==> config.mk <==
export PLATFORM = sky130hd
export DESIGN_NAME = hub75_column_loader
export DESIGN_NICKNAME = d
export VERILOG_FILES = /design/src/rtl/hub75_pkg.sv /design/src/rtl/hub75_fetch_pipe.sv /design/src/rtl/hub75_column_loader.sv
export SDC_FILE = /design/constraint.sdc
export NUM_CORES = 2
export LEC_CHECK = 0
export CORE_AREA = 3 3 472 474
export CTS_BUF_LIST = sky130_fd_sc_hd__clkbuf_8
export DETAILED_ROUTE_END_ITERATION = 10
export DIE_AREA = 0 0 475 477
export GPL_ROUTABILITY_DRIVEN = 0
export HOLD_SLACK_MARGIN = 0.03
export PLACE_DENSITY = 0.44
export SYNTH_ARGS = -nofsm -noshare
export SYNTH_HDL_FRONTEND = slang
export SYNTH_SLANG_ARGS = --single-unit
==> constraint.sdc <==
create_clock -name clk_in -period 2.57 [get_ports clk_in]
set_input_delay 0.514 -clock clk_in [delete_from_list [all_inputs] [get_ports clk_in]]
set_output_delay 0.514 -clock clk_in [all_outputs]
set_load 0.03 [all_outputs]
==> src/rtl/hub75_pkg.sv <==
// Shared types and constants for the HUB75 column loader: pixel layout,
// bit-plane column storage, fetch pipeline tag and address sizing.
package hub75_pkg;

  localparam int R_PLANE0   = 0;
  localparam int G_PLANE0   = 3;
  localparam int B_PLANE0   = 6;
  localparam int NUM_PLANES = 9;
  localparam int PANEL_COLS = 64;

  typedef struct packed {
    logic [2:0] r;
    logic [2:0] g;
    logic [2:0] b;
  } pixel_t;

  typedef logic [NUM_PLANES-1:0][PANEL_COLS-1:0] plane_col_t;

  typedef struct packed {
    logic       valid;
    logic       half;
    logic [5:0] col;
  } fetch_tag_t;

  typedef enum logic [1:0] {
    ST_IDLE,
    ST_FETCH,
    ST_PRESENT
  } state_t;

  function automatic int addr_width(input int rot_res);
    return $clog2(rot_res) + 12;
  endfunction

  // Splits one RGB333 pixel into its nine bit-plane bits.
  function automatic logic [NUM_PLANES-1:0] pixel_to_planes(input pixel_t px);
    logic [NUM_PLANES-1:0] planes;
    planes = '0;
    for (int i = 0; i < 3; i++) begin
      planes[R_PLANE0+i] = px.r[i];
      planes[G_PLANE0+i] = px.g[i];
      planes[B_PLANE0+i] = px.b[i];
    end
    return planes;
  endfunction

endpackage

==> src/rtl/hub75_fetch_pipe.sv <==
// Delays the fetch tag so it lines up with the word the frame memory
// returns for the same address.
module hub75_fetch_pipe
  import hub75_pkg::*;
#(
  parameter int LATENCY = 2
) (
  input  logic       clk_in,
  input  logic       rst_in,
  input  fetch_tag_t tag_in,
  output fetch_tag_t tag_out
);

  for (genvar gi = 0; gi < LATENCY; gi++) begin : g_stage
    fetch_tag_t q;
    if (gi == 0) begin : g_first
      always_ff @(posedge clk_in) begin
        if (rst_in) q <= '0;
        else        q <= tag_in;
      end
    end else begin : g_next
      always_ff @(posedge clk_in) begin
        if (rst_in) q <= '0;
        else        q <= g_stage[gi-1].q;
      end
    end
  end

  assign tag_out = g_stage[LATENCY-1].q;

endmodule

==> src/rtl/hub75_column_loader.sv <==
// Loads one angular slice from frame memory, two panel rows at a time, into
// bit-plane column registers and hands them to the HUB75 output stage.
module hub75_column_loader
  import hub75_pkg::*;
#(
  parameter  int ROTATIONAL_RES = 180,
  parameter  int NUM_COLS       = 64,
  parameter  int NUM_ROWS       = 64,
  parameter  int SCAN_RATE      = 32,
  parameter  int BRAM_LATENCY   = 2,
  localparam int THETA_W        = $clog2(ROTATIONAL_RES),
  localparam int ADDR_W         = addr_width(ROTATIONAL_RES),
  localparam int ROW_IDX_W      = $clog2(SCAN_RATE)
) (
  input  logic                 clk_in,
  input  logic                 rst_in,
  input  logic                 slice_start,
  input  logic [THETA_W-1:0]   theta_in,
  output logic [ADDR_W-1:0]    addr_out,
  input  logic [8:0]           rd_data_in,
  output plane_col_t           column_data0,
  output plane_col_t           column_data1,
  output logic [ROW_IDX_W-1:0] col_index,
  output logic                 tvalid,
  output logic                 tlast,
  input  logic                 tready,
  output logic                 busy
);

  localparam int COL_W       = $clog2(NUM_COLS);
  localparam int ROW_W       = $clog2(NUM_ROWS);
  localparam int FETCH_WORDS = 2 * NUM_COLS;
  localparam int CNT_W       = $clog2(FETCH_WORDS) + 1;

  state_t                 state_q, state_d;
  logic [THETA_W-1:0]     theta_q, theta_d;
  logic [THETA_W-1:0]     pend_theta_q, pend_theta_d;
  logic                   pend_valid_q, pend_valid_d;
  logic [ROW_IDX_W-1:0]   row_q, row_d;
  logic [CNT_W-1:0]       issue_cnt_q, issue_cnt_d;
  logic [ADDR_W-1:0]      addr_q;
  fetch_tag_t             issue_tag_q, wr_tag;
  plane_col_t             col0_q, col1_q;

  logic                   issuing, issue_half, transfer, last_row, last_write;
  logic [COL_W-1:0]       issue_col;
  logic [ROW_W-1:0]       issue_row;
  logic [THETA_W-1:0]     theta_clamped;
  logic [NUM_PLANES-1:0]  wr_planes;

  assign theta_clamped = (32'(theta_in) >= 32'(ROTATIONAL_RES))
                         ? THETA_W'(ROTATIONAL_RES - 1) : theta_in;

  assign issuing    = (state_q == ST_FETCH) && (issue_cnt_q < CNT_W'(FETCH_WORDS));
  assign issue_half = issue_cnt_q[COL_W];
  assign issue_col  = issue_cnt_q[COL_W-1:0];
  assign issue_row  = ROW_W'(row_q) + (issue_half ? ROW_W'(SCAN_RATE) : ROW_W'(0));

  assign transfer   = (state_q == ST_PRESENT) && tready;
  assign last_row   = (row_q == ROW_IDX_W'(SCAN_RATE - 1));
  // The slice row is complete once the final lower-half word has been tagged back.
  assign last_write = (state_q == ST_FETCH) && wr_tag.valid && wr_tag.half
                      && (wr_tag.col == COL_W'(NUM_COLS - 1));

  always_comb begin
    state_d      = state_q;
    theta_d      = theta_q;
    row_d        = row_q;
    pend_valid_d = pend_valid_q;
    pend_theta_d = pend_theta_q;
    issue_cnt_d  = issuing ? issue_cnt_q + CNT_W'(1) : issue_cnt_q;

    if (slice_start && (state_q != ST_IDLE)) begin
      pend_valid_d = 1'b1;
      pend_theta_d = theta_clamped;
    end

    case (state_q)
      ST_IDLE: begin
        if (slice_start) begin
          state_d     = ST_FETCH;
          theta_d     = theta_clamped;
          row_d       = '0;
          issue_cnt_d = '0;
        end
      end
      ST_FETCH: begin
        if (last_write) state_d = ST_PRESENT;
      end
      ST_PRESENT: begin
        if (transfer) begin
          issue_cnt_d = '0;
          if (!last_row) begin
            row_d   = row_q + ROW_IDX_W'(1);
            state_d = ST_FETCH;
          end else begin
            row_d = '0;
            // A request arriving with the final transfer beats an older pending one.
            if (slice_start) begin
              state_d      = ST_FETCH;
              theta_d      = theta_clamped;
              pend_valid_d = 1'b0;
            end else if (pend_valid_q) begin
              state_d      = ST_FETCH;
              theta_d      = pend_theta_q;
              pend_valid_d = 1'b0;
            end else begin
              state_d = ST_IDLE;
            end
          end
        end
      end
      default: state_d = ST_IDLE;
    endcase
  end

  always_ff @(posedge clk_in) begin
    if (rst_in) begin
      state_q      <= ST_IDLE;
      theta_q      <= '0;
      row_q        <= '0;
      pend_valid_q <= 1'b0;
      pend_theta_q <= '0;
      issue_cnt_q  <= '0;
      addr_q       <= '0;
      issue_tag_q  <= '0;
    end else begin
      state_q      <= state_d;
      theta_q      <= theta_d;
      row_q        <= row_d;
      pend_valid_q <= pend_valid_d;
      pend_theta_q <= pend_theta_d;
      issue_cnt_q  <= issue_cnt_d;
      if (issuing) addr_q <= {theta_q, issue_row, issue_col};
      issue_tag_q  <= '{valid: issuing, half: issue_half, col: issue_col};
    end
  end

  hub75_fetch_pipe #(
    .LATENCY(BRAM_LATENCY)
  ) u_fetch_pipe (
    .clk_in (clk_in),
    .rst_in (rst_in),
    .tag_in (issue_tag_q),
    .tag_out(wr_tag)
  );

  assign wr_planes = pixel_to_planes(pixel_t'(rd_data_in));

  always_ff @(posedge clk_in) begin
    if (rst_in) begin
      col0_q <= '0;
      col1_q <= '0;
    end else if ((state_q == ST_FETCH) && wr_tag.valid) begin
      for (int p = 0; p < NUM_PLANES; p++) begin
        if (wr_tag.half) col1_q[p][wr_tag.col] <= wr_planes[p];
        else             col0_q[p][wr_tag.col] <= wr_planes[p];
      end
    end
  end

  assign addr_out     = addr_q;
  assign column_data0 = col0_q;
  assign column_data1 = col1_q;
  assign col_index    = row_q;
  assign tvalid       = (state_q == ST_PRESENT);
  assign tlast        = tvalid && last_row;
  assign busy         = (state_q != ST_IDLE);

endmodule

==> Yosys cells after proc, flatten, opt, wreduce, memory -nomap -nowiden <==
Index checks and enable logic that the tools add are counted.
{ "totals": {"regBits": 1228, "input_bits": 21, "output_inout_bits": 1180, "wordCells": 116} }
{ "op_classes": {"addsub": 3, "order_cmp": 4, "n_eq_ne": 9, "n_mux": 49, "n_bitwise": 1, "reduce_logical": 16} }
{ "op_table": {"columns": ["op", "n"], "rows": [
  ["$bwmux W64", 18],
  ["$mux W8", 9],
  ["$pmux W8 S2", 2],
  ["$mux W5", 3],
  ["$mux W1", 10],
  ["$pmux W5 S2", 1],
  ["$add A8 B1 Y8 const B", 1],
  ["$ge A8 B8 Y1 const B", 1],
  ["$logic_and A1 B1 Y1", 8],
  ["$lt A8 B8 Y1 const B", 1],
  ["$lt A6 B7 Y1 const B", 1],
  ["$add A5 B6 Y6", 1],
  ["$demux W1 S6", 1],
  ["$eq A6 B6 Y1 const B", 1],
  ["$ge A6 B1 Y1 const B", 1],
  ["$mux W2", 3],
  ["$mux W6", 1],
  ["$pmux W2 S3", 1],
  ["$reduce_and A3 Y1", 2],
  ["$add A5 B1 Y5 const B", 1],
  ["$eq A5 B5 Y1 const B", 1],
  ["$reduce_and A5 Y1", 1],
  ["$ne A2 B1 Y1 const B", 2],
  ["$ne A2 B2 Y1 const B", 2],
  ["other kinds (7)", 9]
]} }

==> Logic depth before layout (Yosys ltp) <==
{ "depth": {"depth_word": 8, "depth_mapped": 8, "mapped_depth_nobuf": 7} }

==> Modules after synthesis <==
Synthesis repeated with hierarchy kept, for this count alone.
{ "hier_totals": {"cells_unflattened": 5551, "hier_area_um2": 44974.4} }
{ "modules_own_cells": {"columns": ["module", "instances", "cells_per_inst", "area_per_inst_um2", "seq_area_each_um2"], "rows": [
  ["hub75_column_loader", 1, 5518, 44510.2, 24263.3],
  ["hub75_fetch_pipe", 1, 33, 464.2, 320.3]
]} }

==> Worst setup path before layout <==
OpenSTA, ideal clock, no wires.
{ "synth_timing": {"kind": "flip-flop to output port", "startpoint": "register state_q[1]", "endpoint": "output tlast", "arrival_time_ns": 1.604, "t_required_ns": 2.056, "path_slack_ns": 0.452, "path_stages_with_launch": 4, "n_path_buf": 1, "cell_sequence": "dfxtp_1 > clkbuf_2 > nor2b_1 > and2_1"} }
{ "synth_via": {"elab_chain_len": 2} }
{ "synth_lines": {"columns": ["element", "line", "rtl"], "rows": [
  ["start: declaration", "hub75_column_loader.sv:35", "state_t state_q, state_d;"],
  ["start signal: assignment", "hub75_column_loader.sv:128", "state_q <= state_d;"],
  ["$eq A2 B2 Y1", "hub75_column_loader.sv:166", "assign tvalid = (state_q == ST_PRESENT);"],
  ["via tvalid", "hub75_column_loader.sv:24", "output logic tvalid,"],
  ["$logic_and A1 B1 Y1", "hub75_column_loader.sv:167", "assign tlast = tvalid && last_row;"],
  ["end: declaration", "hub75_column_loader.sv:25", "output logic tlast,"]
]} }
The timed path passes the listed nets, and every way through them passes these cells.

==> Worst setup path after layout <==
{ "layout_timing": {"startpoint": "register row_q[1], in the netlist col_index[1]", "endpoint": "output tlast"} }
{ "layout_via": {"elab_chain_len": 2} }
{ "layout_lines": {"columns": ["element", "line", "rtl"], "rows": [
  ["start: declaration", "hub75_column_loader.sv:39", "logic [ROW_IDX_W-1:0] row_q, row_d;"],
  ["start signal: assignment", "hub75_column_loader.sv:130", "row_q <= row_d;"],
  ["$eq A5 B5 Y1", "hub75_column_loader.sv:60", "assign last_row = (row_q == ROW_IDX_W'(SCAN_RATE - 1));"],
  ["$logic_and A1 B1 Y1", "hub75_column_loader.sv:167", null]
]} }
Every way passes these cells.

==> out/metrics.cfg <==
[synth]
ys_seq_area_frac=0.548
yosys_most_used_dff=dfxtp_1
syn_nets=5590
syn-mean-instance-area_um2=8.06
ys_warn_count=0
postSynthCellCount=5566
ys_types=54
synth-seq-cells=1228
synth_edf_count=0
async_flop_share=0
syn-cell-area_um2=44900

[clocking]
cts-root-buf=clkbuf_8
cts_tree=yes
clkSinkCount=1228
clock_latency_ns=0.98
numCtsBuffers=221
clk_path_buf_depth=3
clk_pin_slew_ns=0.06
h-tree-depth=4

[drt]
dr.pass1.iters=6
drt-total-wl_um=252000
wl_per_cell_um=25.1
drtAntennaViolNets=0
viasPerCell=4.42
via_count=44400
drtIter0Drc=2935
drc=0

[die]
die_x_um=475
die_y_um=477
fp.coreArea_um2=219000
dieArea_um2=227000
ios=1201
std_cell_rows=172
initial_utilization=0.205

[timing]
clock.fmax_mhz=384
worst_clock_skew_ns=0.0580
post-route-period-util=1.01
setup-violations-final=1
rsz0062_at_grt=yes
final_max_slew_viol_count=0
finalSetupTns_ns=-0.0327
finalWorstSetupSlack_ns=-0.0327
layout_min_cycle_time_ns=2.60
finalHoldViolations=0
slew_headroom=0.315
tightestPinTransition_ns=1.02

[placement]
port_buffers=1200
place_ws_ns=0.0654
hpwl_um=182000

[power]
power_leakage_nw=28.4
ir_worst_vdd_mv=0.500
p_per_area_nw_per_um2=605
power_mw=39.9

[final_layout]
utilization=0.301
layout-drive-gt1-share=0.130
layout_commonest_cell=nand2_1
seqCellArea_um2=24600
layout_common_cells=nand2_1, dfxtp_1, a21oi_1
nets=7024
area_delta_synth_final_pct=47.0
fill_cells=23700
multi_input_area_um2=18700

[setup_path]
rr_startpoint=u_fetch_pipe.tag_out[3]
r2r_slack_ns=0.18
worstSetupPathType=reg -> out
startpoint_type=flip-flop
slowest_delay_ns=0.36
cp_max_fo=4
r2r_cells=5
crit_required_ns=2.06
end_kind=output pin
rr_endpoint=column_data0[265]
cp_slowest_cell=dfxtp_4
path_cells=ha_4 > and3_4 > ha_4 > and2_4 > buf_12
cpMostUsedCell=ha_4
critPathArrivalTime_ns=2.09

[status]
violations=negative setup slack
status=finished, violations left

[min_path]
hold_end=pend_theta_q[2]
hp-start=theta_in[2]
hold_path_class=in -> reg
min_path_cells=3

[global_routing]
antenna_found_initial=13
grt_pass1_vias=42600
grt_use_total=0.214
overflow=0
grt_pass1_wl_um=345000
grt_max_degree=100

[flow_run]
maxCapViolCount=0

[final cells by class]
type | instances | share of cell area
Antenna cell | 2 | 0.0000759
Tap cell | 2871 | 0.0545
Multi-Input combinational cell | 3968 | 0.284
Inverter | 1 | 0.0000569
Timing Repair Buffer | 1580 | 0.218
Clock inverter | 106 | 0.00966
Sequential cell | 1228 | 0.373
Clock buffer | 290 | 0.0605
[state kept, by name, indices dropped and copies added, names as in the netlist]
name                    count
addr_out                   20
col_index                   5
column_data0              576
column_data1              576
issue_cnt_q                 8
issue_tag_q                 8
pend_theta_q                8
pend_valid_q                1
state_q                     2
theta_q                     8
u_fetch_pipe.g_stage.q      8
u_fetch_pipe.tag_out        8
[power by group]
part | switching [mW] | internal [mW]
Combinational | 1.10 | 0.348
Sequential | 0.0306 | 19.1
Clock | 8.93 | 10.4
[Yosys cell counts (3+ instances only)]
cell type,count,area share
or2_2,3,0.00042
nor3b_1,7,0.0012
and3b_1,6,0.0012
nand3b_1,6,0.0010
or3b_1,6,0.0012
nand4_1,4,0.00056
or3_1,4,0.00056
buf_4,13,0.0022
and3_1,4,0.00056
nor3_1,4,0.00045
buf_6,20,0.0050
dfxtp_1,1228,0.55
buf_2,58,0.0065
nand3_2,29,0.0065
o21ai_0,3,0.00033
nand2_1,2368,0.20
a211oi_1,5,0.00084
nand3_1,107,0.012
nor2b_1,27,0.0038
nor3_2,34,0.0076
buf_1,8,0.00067
nand2b_1,4,0.00056
a21oi_1,1193,0.13
nor3_4,97,0.035
nor2_1,20,0.0017
clkbuf_1,266,0.022
ha_1,3,0.00084
xor2_1,5,0.00098
[cell families (layout without fill, tap and decap cells)]
kind of cell | Yosys count | count (layout) | share of synthesized area
DFF | 1228 | 1228 | 0.548
and+or+nand+nor | 2746 | 2746 | 0.276
xor gates and xnor gates | 6 | 6 | 0.00117
muxes | 1 | 1 | 0.000223
buffers and inverters | 370 | 1977 | 0.0379
adders and majority gates | 3 | 3 | 0.000837
other | 0 | 2 | 0
AOI/OAI and AO/OA | 1212 | 1212 | 0.136
[what timing repair did]
item,in CTS,in global routing
hold buffers,10,0
hold endpoints to repair,189,0
pin swaps,0,0
gates resized for setup,1230,6
cloned,0,0
setup endpoints to repair,1175,5
buffers inserted,3,3
[worst max-delay path by stage]
| stage | start | end | cells after the start |
|---|---|---|---|
| final | col_index[1] | tlast | 5 |
| after CTS | col_index[1] | tlast | 5 |
| after global routing | col_index[1] | tlast | 5 |
| after global placement | state_q[0] | column_data0[448] | 5 |
| after detailed placement | state_q[0] | column_data0[64] | 5 |
| after floorplan | state_q[1] | tlast | 3 |
[per-layer routing]
layer,part of all wire,track usage,wire length (um),up-vias
met5,0.00046,0,116,-
met2,0.48,0.362,120000,1704
met1,0.40,0.253,102000,21300
met4,0.032,0.0701,8180,14
met3,0.087,0.0701,21800,346
li1,-,-,-,21100
[stage by stage]
stage          instance area (um^2)  hold slack [ns]  instances
2_1_floorplan                 44900            0.414       5566
3_3_place_gp                  62500            0.440       9632
3_5_place_dp                  62500            0.429       9632
4_1_cts                       65900           0.0676      10000
5_1_grt                       65900            0.161      10000
6_report                      65900            0.224      10000
[worst max-delay path, delay by kind of cell (launching register included)]
family                     cells  cell delay, ns
buffers and inverters          1            0.14
DFF                            1            0.36
and+or+nand+nor                2            0.33
adders and majority gates      2            0.32
(Power assumes the default switching activity.)
